$ cat src/rtl/rename_ckpt_pkg.sv
// Shared types and sizing for the register renamer with branch checkpoints.
// Contents:
//   NUM_ARCH_REG / NUM_PHYS_REG / NUM_CKPT  - sizing
//   AW / PW / CW                            - index widths derived from the sizes
//   lut_t                                   - one full arch->phys map
//   ckpt_entry_t                            - checkpoint {map snapshot, free-list read pointer}
//   rn_req_t / rn_rsp_t                     - rename request / response bundles
package rename_ckpt_pkg;

    localparam int NUM_ARCH_REG = 16;
    localparam int NUM_PHYS_REG = 128;
    localparam int NUM_CKPT     = 4;

    // Index width of an n-entry table; never narrower than one bit.
    function automatic int idx_w(input int n);
        return (n > 1) ? $clog2(n) : 1;
    endfunction

    localparam int AW      = idx_w(NUM_ARCH_REG);
    localparam int PW      = idx_w(NUM_PHYS_REG);
    localparam int CW      = idx_w(NUM_CKPT);
    localparam int FL_INIT = NUM_PHYS_REG - NUM_ARCH_REG;

    typedef logic [AW-1:0] areg_t;
    typedef logic [PW-1:0] preg_t;
    typedef logic [PW:0]   fl_ptr_t;
    typedef logic [CW-1:0] ctag_t;

    typedef preg_t [NUM_ARCH_REG-1:0] lut_t;

    typedef struct packed {
        lut_t    lut;
        fl_ptr_t rd_ptr;
    } ckpt_entry_t;

    typedef struct packed {
        logic  w_v;
        logic  is_branch;
        areg_t src1;
        areg_t src2;
        areg_t dest;
    } rn_req_t;

    typedef struct packed {
        preg_t psrc1;
        preg_t psrc2;
        preg_t pdest;
        preg_t pfreed;
        ctag_t ckpt_tag;
    } rn_rsp_t;

endpackage

$ cat src/rtl/rename_ckpt_fifo.sv
// Snapshot FIFO holding one checkpoint per in-flight branch.
// Ports:
//   clk_i, reset_i     - clock, synchronous active-high reset
//   push_i/push_data_i - append a snapshot at the tail
//   pop_i              - retire the head entry (correctly predicted branch)
//   restore_i          - drop every entry younger than head, head included (tail = head)
//   clear_i            - empty the FIFO
//   head_data_o        - snapshot at the head
//   count_o            - live entries (tail - head)
//   head_tag_o         - index of the head entry (tag of the oldest branch)
//   tail_tag_o         - index the next push will use (tag given to a new branch)
// Priority: clear_i > restore_i > pop_i/push_i. Push and pop may share a cycle.
module rename_ckpt_fifo
    import rename_ckpt_pkg::*;
#(
    parameter int  DEPTH   = NUM_CKPT,
    parameter type entry_t = ckpt_entry_t
) (
    input  logic                      clk_i,
    input  logic                      reset_i,
    input  logic                      push_i,
    input  entry_t                    push_data_i,
    input  logic                      pop_i,
    input  logic                      restore_i,
    input  logic                      clear_i,
    output entry_t                    head_data_o,
    output logic [idx_w(DEPTH):0]     count_o,
    output logic [idx_w(DEPTH)-1:0]   head_tag_o,
    output logic [idx_w(DEPTH)-1:0]   tail_tag_o
);

    localparam int IW = idx_w(DEPTH);

    entry_t        mem_q [DEPTH];
    logic [IW:0]   head_q, head_d;
    logic [IW:0]   tail_q, tail_d;
    logic          push_en;

    assign push_en = push_i & ~clear_i & ~restore_i;

    always_comb begin
        head_d = head_q;
        tail_d = tail_q;
        if (clear_i || restore_i) begin
            tail_d = head_q;
        end else begin
            if (pop_i)   head_d = head_q + 1'b1;
            if (push_en) tail_d = tail_q + 1'b1;
        end
    end

    always_ff @(posedge clk_i) begin
        if (reset_i) begin
            head_q <= '0;
            tail_q <= '0;
        end else begin
            head_q <= head_d;
            tail_q <= tail_d;
        end
    end

    // Snapshot storage needs no reset: entries are only read while live.
    always_ff @(posedge clk_i) begin
        if (push_en) mem_q[tail_q[IW-1:0]] <= push_data_i;
    end

    assign head_data_o = mem_q[head_q[IW-1:0]];
    assign count_o     = tail_q - head_q;
    assign head_tag_o  = head_q[IW-1:0];
    assign tail_tag_o  = tail_q[IW-1:0];

endmodule

$ cat src/rtl/rename_ckpt_unit.sv
// Single-issue register renamer with per-branch map checkpoints.
// A mispredict restores the speculative map and free-list read pointer in one
// cycle from the mispredicted branch's checkpoint; a flush restores from the
// committed map.
// Ports:
//   clk_i, reset_i                        - clock, synchronous active-high reset
//   rn_*_i / rn_ready_o                   - rename request and handshake
//   rn_psrc1_o, rn_psrc2_o, rn_pdest_o,
//   rn_pfreed_o, rn_ckpt_tag_o            - combinational rename response
//   commit_*_i                            - ROB commit: arch map update + free
//   br_resolve_v_i, br_tag_i,
//   br_mispredict_i                       - in-order branch resolution
//   flush_i                               - full pipeline flush
//   fl_count_o, ckpt_count_o              - free registers / live checkpoints
module rename_ckpt_unit
    import rename_ckpt_pkg::*;
(
    input  logic          clk_i,
    input  logic          reset_i,
    input  logic          rn_v_i,
    output logic          rn_ready_o,
    input  logic [AW-1:0] rn_src1_i,
    input  logic [AW-1:0] rn_src2_i,
    input  logic [AW-1:0] rn_dest_i,
    input  logic          rn_w_v_i,
    input  logic          rn_is_branch_i,
    output logic [PW-1:0] rn_psrc1_o,
    output logic [PW-1:0] rn_psrc2_o,
    output logic [PW-1:0] rn_pdest_o,
    output logic [PW-1:0] rn_pfreed_o,
    output logic [CW-1:0] rn_ckpt_tag_o,
    input  logic          commit_v_i,
    input  logic          commit_w_v_i,
    input  logic [AW-1:0] commit_arch_i,
    input  logic [PW-1:0] commit_preg_i,
    input  logic [PW-1:0] commit_freed_i,
    input  logic          br_resolve_v_i,
    input  logic [CW-1:0] br_tag_i,
    input  logic          br_mispredict_i,
    input  logic          flush_i,
    output logic [PW:0]   fl_count_o,
    output logic [CW:0]   ckpt_count_o
);

    lut_t        spec_lut_q, spec_lut_d, spec_lut_upd;
    lut_t        arch_lut_q, arch_lut_d;
    preg_t       fl_q [NUM_PHYS_REG];
    fl_ptr_t     rd_ptr_q, rd_ptr_d, rd_ptr_upd;
    fl_ptr_t     commit_rd_ptr_q, commit_rd_ptr_d;
    fl_ptr_t     wr_ptr_q, wr_ptr_d;

    rn_req_t     req;
    rn_rsp_t     rsp;
    logic        mispredict, fire, alloc, commit_fire;
    preg_t       fl_head;
    fl_ptr_t     fl_count;
    ckpt_entry_t ckpt_push, ckpt_head;
    logic [CW:0] ckpt_count;
    ctag_t       ckpt_head_tag, ckpt_tail_tag;

    assign req = '{w_v: rn_w_v_i, is_branch: rn_is_branch_i,
                   src1: rn_src1_i, src2: rn_src2_i, dest: rn_dest_i};

    assign mispredict  = br_resolve_v_i & br_mispredict_i;
    assign fl_count    = wr_ptr_q - rd_ptr_q;
    assign commit_fire = commit_v_i & commit_w_v_i;

    // Ready ignores rn_v_i and conservatively drops on any recovery cycle.
    assign rn_ready_o = ~flush_i & ~mispredict & (fl_count != '0)
                      & (ckpt_count != (CW+1)'(NUM_CKPT));
    assign fire    = rn_v_i & rn_ready_o;
    assign alloc   = fire & req.w_v;
    assign fl_head = fl_q[rd_ptr_q[PW-1:0]];

    // Sources and the freed mapping come from the pre-update map, so a
    // source equal to the destination still sees the old mapping.
    assign rsp.psrc1    = spec_lut_q[req.src1];
    assign rsp.psrc2    = spec_lut_q[req.src2];
    assign rsp.pfreed   = spec_lut_q[req.dest];
    assign rsp.pdest    = req.w_v ? fl_head : preg_t'(req.dest);
    assign rsp.ckpt_tag = ckpt_tail_tag;

    assign rn_psrc1_o    = rsp.psrc1;
    assign rn_psrc2_o    = rsp.psrc2;
    assign rn_pdest_o    = rsp.pdest;
    assign rn_pfreed_o   = rsp.pfreed;
    assign rn_ckpt_tag_o = rsp.ckpt_tag;

    always_comb begin
        spec_lut_upd = spec_lut_q;
        if (alloc) spec_lut_upd[req.dest] = fl_head;
        rd_ptr_upd = rd_ptr_q + {{PW{1'b0}}, alloc};

        arch_lut_d      = arch_lut_q;
        commit_rd_ptr_d = commit_rd_ptr_q;
        wr_ptr_d        = wr_ptr_q;
        if (commit_fire) begin
            arch_lut_d[commit_arch_i] = commit_preg_i;
            commit_rd_ptr_d           = commit_rd_ptr_q + 1'b1;
            wr_ptr_d                  = wr_ptr_q + 1'b1;
        end

        // Flush sees this cycle's commit so the restored map is current.
        if (flush_i) begin
            spec_lut_d = arch_lut_d;
            rd_ptr_d   = commit_rd_ptr_d;
        end else if (mispredict) begin
            spec_lut_d = ckpt_head.lut;
            rd_ptr_d   = ckpt_head.rd_ptr;
        end else begin
            spec_lut_d = spec_lut_upd;
            rd_ptr_d   = rd_ptr_upd;
        end
    end

    // The branch's own destination update is part of its checkpoint.
    assign ckpt_push = '{lut: spec_lut_upd, rd_ptr: rd_ptr_upd};

    rename_ckpt_fifo #(
        .DEPTH   (NUM_CKPT),
        .entry_t (ckpt_entry_t)
    ) u_ckpt_fifo (
        .clk_i       (clk_i),
        .reset_i     (reset_i),
        .push_i      (fire & req.is_branch),
        .push_data_i (ckpt_push),
        .pop_i       (br_resolve_v_i & ~br_mispredict_i),
        .restore_i   (mispredict),
        .clear_i     (flush_i),
        .head_data_o (ckpt_head),
        .count_o     (ckpt_count),
        .head_tag_o  (ckpt_head_tag),
        .tail_tag_o  (ckpt_tail_tag)
    );

    always_ff @(posedge clk_i) begin
        if (reset_i) begin
            for (int i = 0; i < NUM_ARCH_REG; i++) begin
                spec_lut_q[i] <= preg_t'(i);
                arch_lut_q[i] <= preg_t'(i);
            end
            rd_ptr_q        <= '0;
            commit_rd_ptr_q <= '0;
            wr_ptr_q        <= fl_ptr_t'(FL_INIT);
        end else begin
            spec_lut_q      <= spec_lut_d;
            arch_lut_q      <= arch_lut_d;
            rd_ptr_q        <= rd_ptr_d;
            commit_rd_ptr_q <= commit_rd_ptr_d;
            wr_ptr_q        <= wr_ptr_d;
        end
    end

    always_ff @(posedge clk_i) begin
        if (reset_i) begin
            for (int i = 0; i < NUM_PHYS_REG; i++) begin
                fl_q[i] <= (i < FL_INIT) ? preg_t'(i + NUM_ARCH_REG) : '0;
            end
        end else if (commit_fire) begin
            fl_q[wr_ptr_q[PW-1:0]] <= commit_freed_i;
        end
    end

    assign fl_count_o   = fl_count;
    assign ckpt_count_o = ckpt_count;

    a_resolve_in_order: assert property (@(posedge clk_i) disable iff (reset_i)
        br_resolve_v_i |-> (ckpt_count != '0) && (br_tag_i == ckpt_head_tag));

    a_fl_count_bound: assert property (@(posedge clk_i) disable iff (reset_i)
        fl_count <= fl_ptr_t'(FL_INIT));

endmodule
$ cat config.mk
export PLATFORM = sky130hd
export DESIGN_NAME = rename_ckpt_unit
export DESIGN_NICKNAME = d
export VERILOG_FILES = /design/src/rtl/rename_ckpt_pkg.sv /design/src/rtl/rename_ckpt_fifo.sv /design/src/rtl/rename_ckpt_unit.sv
export SDC_FILE = /design/constraint.sdc
export NUM_CORES = 2
export LEC_CHECK = 0
export ABC_CLOCK_PERIOD_IN_PS = 13330
export BUFFER_PORTS_ARGS = -buffer_cell sky130_fd_sc_hd__buf_2
export CAP_MARGIN = 20
export CELL_PAD_IN_SITES_DETAIL_PLACEMENT = 0
export CELL_PAD_IN_SITES_GLOBAL_PLACEMENT = 1
export CORE_ASPECT_RATIO = 0.9
export CORE_MARGIN = 2
export CORE_UTILIZATION = 54
export DETAILED_ROUTE_END_ITERATION = 10
export GPL_TIMING_DRIVEN = 0
export MAX_ROUTING_LAYER = met4
export PLACE_DENSITY_LB_ADDON = 0.1
export RECOVER_POWER = 25
export SLEW_MARGIN = 10
export SYNTH_ARGS = -nofsm -noshare
export SYNTH_HDL_FRONTEND = slang
export SYNTH_HIERARCHICAL = 1
export SYNTH_SLANG_ARGS = --single-unit
$ cat constraint.sdc
create_clock -name clk_i -period 13.33 [get_ports clk_i]
set_input_delay 0.6665 -clock clk_i [delete_from_list [all_inputs] [get_ports clk_i]]
set_output_delay 0.6665 -clock clk_i [all_outputs]
set_load 0.02 [all_outputs]
# Yosys cells after proc, flatten, opt, wreduce, memory -nomap -nowiden

Memories as Yosys holds them, arrays and structs flattened. A register that Yosys moved wholly into a read port is not among the register bits.
Index checks and enable logic that the tools add are counted.

Add/sub/neg operators: 7
Magnitude comparators: 6
Equal/unequal tests: 1
Muxes and demuxes: 35
Bitwise gates (word level): 15
Reduce and logical (&&, ||, !) cells: 7

Operator list:

| kind                                                                                | count |
|---|---|
| 112-bit 2-to-1 mux                                                                  | 4 |
| 112-bit bitwise mux                                                                 | 2 |
| 7-bit binary-select mux with 4-bit select                                           | 3 |
| 7-bit 2-to-1 mux                                                                    | 9 |
| 7-bit demux with 4-bit select                                                       | 2 |
| 8-bit 2-to-1 mux                                                                    | 3 |
| 4-bit by 5-bit < comparator with 1-bit output, second input constant                | 4 |
| 8-bit by 1-bit adder with 8-bit output, second input constant                       | 2 |
| 1-bit bitwise AND                                                                   | 11 |
| 8-bit by 1-bit adder with 8-bit output                                              | 1 |
| 4-bit by 1-bit greater-or-equal comparator with 1-bit output, second input constant | 2 |
| 1-bit 2-to-1 mux                                                                    | 8 |
| 8-bit nonzero test                                                                  | 1 |
| 8-bit subtractor                                                                    | 1 |
| 7-bit OR reduction                                                                  | 1 |
| 3-bit by 1-bit adder with 3-bit output, second input constant                       | 2 |
| 3-bit 2-to-1 mux                                                                    | 2 |
| 2-bit 2-to-1 mux                                                                    | 2 |
| 1-bit NOT                                                                           | 4 |
| 3-bit != test, second input constant                                                | 1 |
| 3-bit subtractor                                                                    | 1 |
| 1-bit logical AND                                                                   | 2 |
| 2-bit AND reduction                                                                 | 1 |
| 2-bit nonzero test                                                                  | 1 |
| 1-bit logical OR                                                                    | 1 |

Flip-flop bits (word level): 254
RAM bits: 1376
Bits of input ports: 42
Output and inout port bits: 42
Word-level logic and storage cells: 110
Memories: 2

Memories:

| name              | depth | width | read ports | clocked after Yosys merged registers in | wr ports | RTL line               | text |
|---|---|---|---|---|---|---|---|
| fl_q              | 128   | 7     | 1          | 1                                       | 128      | rename_ckpt_unit.sv:47 | `preg_t fl_q [NUM_PHYS_REG];` |
| u_ckpt_fifo.mem_q | 4     | 120   | 1          | 1                                       | 1        | rename_ckpt_fifo.sv:34 | `entry_t mem_q [DEPTH];` |

# Logic depth before layout (Yosys ltp)

Depth after elaboration: 11
Gate-level depth with buffers: 21
Depth with buffers taken out: 16

# Cells and area by module

The synthesis kept the hierarchy.

Modules (own cells, without submodules):

| module           | instances | cells each | area an instance (um^2) | seq. area each (um^2) |
|---|---|---|---|---|
| rename_ckpt_unit | 1         | 4637       | 56596.8                 | 31870.6 |
| rename_ckpt_fifo | 1         | 675        | 17778.3                 | 14574.0 |

# Worst setup path after synthesis

OpenSTA, ideal clock, no wires.

Path kind: register to register
Start point: register rd_ptr_q[1]
End point: memory u_ckpt_fifo/mem_q[3][0] (netlist name) (enable)
Setup time: 748 ps
Arrival: 11812 ps
Required time: 12582 ps
Path slack: 770 ps
Cell stages (with the launch flop): 18
Buffers on the path: 6
Period minus slack after synthesis: 12560 ps
Path through: dfxtp_1 buf_2 buf_2 buf_2 buf_2 inv_1 ha_1 nand2b_1 a21oi_1 xor2_1 a2111oi_4 a31o_2 buf_2 inv_2 clkbuf_1 and3_1 nand2_1 nor3_1

Longest elaborated chain between the ends: 10

RTL lines:

| item                                   | RTL line                | text |
|---|---|---|
| from (decl)                            | rename_ckpt_unit.sv:48  | `fl_ptr_t rd_ptr_q, rd_ptr_d, rd_ptr_upd;` |
| from (signal assigned)                 | rename_ckpt_unit.sv:148 | `rd_ptr_q <= rd_ptr_d;` |
| 8-bit subtractor                       | rename_ckpt_unit.sv:65  | `assign fl_count = wr_ptr_q - rd_ptr_q;` |
| via fl_count_o[3]                      | rename_ckpt_unit.sv:41  | `output logic [PW:0] fl_count_o,` |
| 8-bit nonzero test                     | rename_ckpt_unit.sv:69  | `assign rn_ready_o = ~flush_i & ~mispredict & (fl_count != '0)` |
| 1-bit bitwise AND                      | rename_ckpt_unit.sv:69  |  |
| 1-bit bitwise AND                      | rename_ckpt_unit.sv:70  | `& (ckpt_count != (CW+1)'(NUM_CKPT));` |
| via rn_ready_o                         | rename_ckpt_unit.sv:21  | `output logic rn_ready_o,` |
| 1-bit bitwise AND                      | rename_ckpt_unit.sv:71  | `assign fire = rn_v_i & rn_ready_o;` |
| 1-bit bitwise AND                      | rename_ckpt_unit.sv:125 | `.push_i (fire & req.is_branch),` |
| 1-bit bitwise AND (2 in series)        | rename_ckpt_fifo.sv:39  | `assign push_en = push_i & ~clear_i & ~restore_i;` |
| 1-bit 2-to-1 mux                       | rename_ckpt_fifo.sv:64  | `if (push_en) mem_q[tail_q[IW-1:0]] <= push_data_i;` |
| 1-bit 2-to-1 mux (implied by the code) | rename_ckpt_fifo.sv:64  |  |
| to (decl)                              | rename_ckpt_fifo.sv:34  |  |

The timed path passes the listed nets, and every way through them passes these cells.

# Final worst setup path

Start point: register rd_ptr_q[1]
End point: memory u_ckpt_fifo/mem_q[3][110] (netlist name) (enable)

Longest elaborated chain between the ends: 10

RTL lines:

| item                                   | RTL line |
|---|---|
| 8-bit subtractor                       | rename_ckpt_unit.sv:65 |
| 8-bit nonzero test                     | rename_ckpt_unit.sv:69 |
| 1-bit bitwise AND                      | rename_ckpt_unit.sv:69 |
| 1-bit bitwise AND                      | rename_ckpt_unit.sv:70 |
| 1-bit bitwise AND                      | rename_ckpt_unit.sv:71 |
| 1-bit bitwise AND                      | rename_ckpt_unit.sv:125 |
| 1-bit bitwise AND (2 in series)        | rename_ckpt_fifo.sv:39 |
| 1-bit 2-to-1 mux                       | rename_ckpt_fifo.sv:64 |
| 1-bit 2-to-1 mux (implied by the code) | rename_ckpt_fifo.sv:64 |

Every way passes these cells.

==> results by group <==
Critical path
  – Critical path data arrival time: 10.08 ns
  – Reg2reg start: rd_ptr_q[1]$_SDFF_PP0_
  – Worst R2R Setup Slack: 3.76 ns
  – Worst path slowest cell: and3_1
  – R2R depth: 25
  – CP top delay family: buffers and inverters
  – Critical path's most frequent cell: buf_4
  – Critical path's largest stage delay: slightly below 0.8 ns
  – Reg2reg end: u_ckpt_fifo/mem_q[3][110]$_DFFE_PP_
  – Crit path max fanout: 11
  – Kind of critical path: reg2reg
  – Crit path required time: 13.84 ns
  – Endpoint type of the worst setup path: register
  – Startpoint Class: register
  – Worst path bufs/invs: 16

STA
  – Setup TNS: 0 ns
  – Minimum clock period: 9.57 ns
  – Final setup fails: 0
  – Slew @ Worst Pin: 1.90 ns
  – Fmax achieved: 105 MHz
  – Final Hold Slack: 0.175 ns
  – Slew Limit Headroom: -26.7%
  – Fin crit share: a little under three quarters
  – Slew Viols, Final: 77
  – Unrepaired setup endpoints after global routing: no
  – Hold Vio Cnt, Final: 0
  – Clock Skew: 0.0367 ns

GRT
  – Vias in the first global route: between 40000 and 50000
  – First-pass GRT wire length: roughly 430000 um
  – Gr ovfl total: 0
  – Tot GR Track Use: between 40% and 50%
  – Initial antenna violation count: between 50 and 60
  – Largest net degree at the start of global routing: 53

Placement
  – Port bufs: 64
  – GP Congestion: approximately 1.1
  – Cells after DPL: roughly 7300
  – HPWL Detailed: 235000 um

Yosys
  – Syn Std Cell Area: about 74000 um^2
  – YS warnings: 6
  – Syn Nets: 5371
  – Avg Inst Size Synth: 14.0 um^2
  – Syn Inst Count: 5310

Floorplanning
  – Core area: between 100000 and 150000 um^2
  – Die H: 356 um
  – Starting density of the core: around 54%
  – Chip width: about 400 um
  – IO Pins: 84
  – Die ar.: approximately 140000 um^2
  – Placement Rows: 129

CTS
  – Worst-Skew Late Latency: 0.83 ns
  – Post-CTS setup buffers: 0
  – TritonCTS clock tree: built
  – CTS resizes: 0
  – Clk sinks: ~1600
  – Reg clk slew, reported paths: 0.06 ns
  – Total CTS buffers: 165
  – Cts hold-fix bufs: 0
  – CTS root buffer: clkbuf_16
  – Maximum clock path buffer count: 3
  – H-tree depth: 4

Drt
  – Initial DRT Pass Iterations: 6
  – Post-route ant nets: 0
  – Via density: approximately 7.2
  – Iter 0 DRT Violations: 10200
  – Remaining DRCs: 0
  – Wirelength per Cell: 42.3 um
  – Routed wire length: 323000 um
  – Routed via count: 54700

Hold path
  – Min-delay worst type: in2reg
  – Hold Path Depth: 2
  – Worst hold path startpoint: commit_preg_i[0]
  – WHS Endpoint: arch_lut_q[35]$_SDFF_PP1_

Finish
  – Layout area overhead: 12.6%
  – Multi-input logic area: 25500 um^2
  – Fin nets: 5678
  – Fill count: 10500
  – Post-route insts no fill: 7630
  – Register area: 46400 um^2
  – Layout cells sized above 1: 17.9%

Job
  – Max-cap violations: 7

Power
  – Peak VDD IR: 0.000132 V
  – Lkg Pwr: about 26 nW
  – Power, Total: 11.8 mW
  – PwrDens: roughly 140 nW/um^2

Run status
  – Failing checks: capacitance limit, slew limit
  – Status: finished with violations
## how the worst max path moves through the flow
stage / from / endpoint / slack [ns] / cells past startpoint
detailed placement: rd_ptr_q[1]$_SDFF_PP0_ / u_ckpt_fifo/mem_q[3][99]$_DFFE_PP_ / 4.27 / 25
global placement: rd_ptr_q[1]$_SDFF_PP0_ / u_ckpt_fifo/mem_q[3][101]$_DFFE_PP_ / -8.77 / 17
floorplan: rd_ptr_q[1]$_SDFF_PP0_ / u_ckpt_fifo/mem_q[3][0]$_DFFE_PP_ / 0.77 / 17
finish: rd_ptr_q[1]$_SDFF_PP0_ / u_ckpt_fifo/mem_q[3][110]$_DFFE_PP_ / 3.76 / 25
global route: rd_ptr_q[1]$_SDFF_PP0_ / u_ckpt_fifo/mem_q[3][110]$_DFFE_PP_ / 3.90 / 25
CTS: rd_ptr_q[1]$_SDFF_PP0_ / u_ckpt_fifo/mem_q[3][101]$_DFFE_PP_ / 4.24 / 25
## stage by stage
| stage | setup WS, ns | cell area [um^2] | util, % |
|---|---|---|---|
| finish | 3.76 | 83800 | 61.1 |
| global placement | -8.77 | 77000 | 56.2 |
| detailed placement | 4.27 | 77800 | 56.8 |
| floorplan | 0.770 | 74400 | - |
| CTS | 4.24 | 83500 | 61.0 |
| global route | 3.90 | 83700 | 61.1 |
## state kept, by name, summed over array words and instances (netlist names), named ones only
name                flops
commit_rd_ptr_q         8
u_ckpt_fifo/mem_q     480
wr_ptr_q                8
fl_q                  896
u_ckpt_fifo/tail_q      3
rd_ptr_q                8
arch_lut_q            112
u_ckpt_fifo/head_q      3
spec_lut_q            112
## area by class of cell
cell class / instances / area share, %
Antenna cell: 38 / 0.114
Buffer: 496 / 2.75
Clock buffer: 210 / 5.25
Clock inverter: 98 / 1.55
Inverter: 40 / 0.179
Multi-Input combinational cell: 3142 / 30.5
Sequential cell: 1632 / 55.4
Tap cell: 1834 / 2.74
Timing Repair Buffer: 140 / 1.49
## cells in the final DEF (no fill, tap or decap), drive strengths merged, types with 31 or more instances in the layout
cell and n:
a22oi 35, a31oi 41, a211oi 61, dfxtp 256
and2 223, a211o 42, nand3 87, clkinv 65
clkbuf 595, mux2i 242, a21oi 52, nor2 342
or3 237, nor3 230, a21o 78, o21ai 199
or2 124, nand2 348, nand2b 31, nor2b 37
a22o 49, diode 38, and3 67, inv 45
o21bai 34, edfxtp 1376, buf 251, mux4 375
## power breakdown
part | leakage [nW] | internal, mW | total, mW | switching (mW)
Clock | 2.76 | 2.82 | 4.97 | 2.15
Combinational | 9.48 | 0.312 | 1.15 | 0.840
Sequential | 14.2 | 5.59 | 5.64 | 0.0529
## per-layer routing
layer,part of all wire (%),track usage [%]
met1,39,65.9
met2,38,57.2
met3,19,23.9
met4,4.3,16.5
met5,0,-
Note: power is estimated with default switching activity, not from simulation.
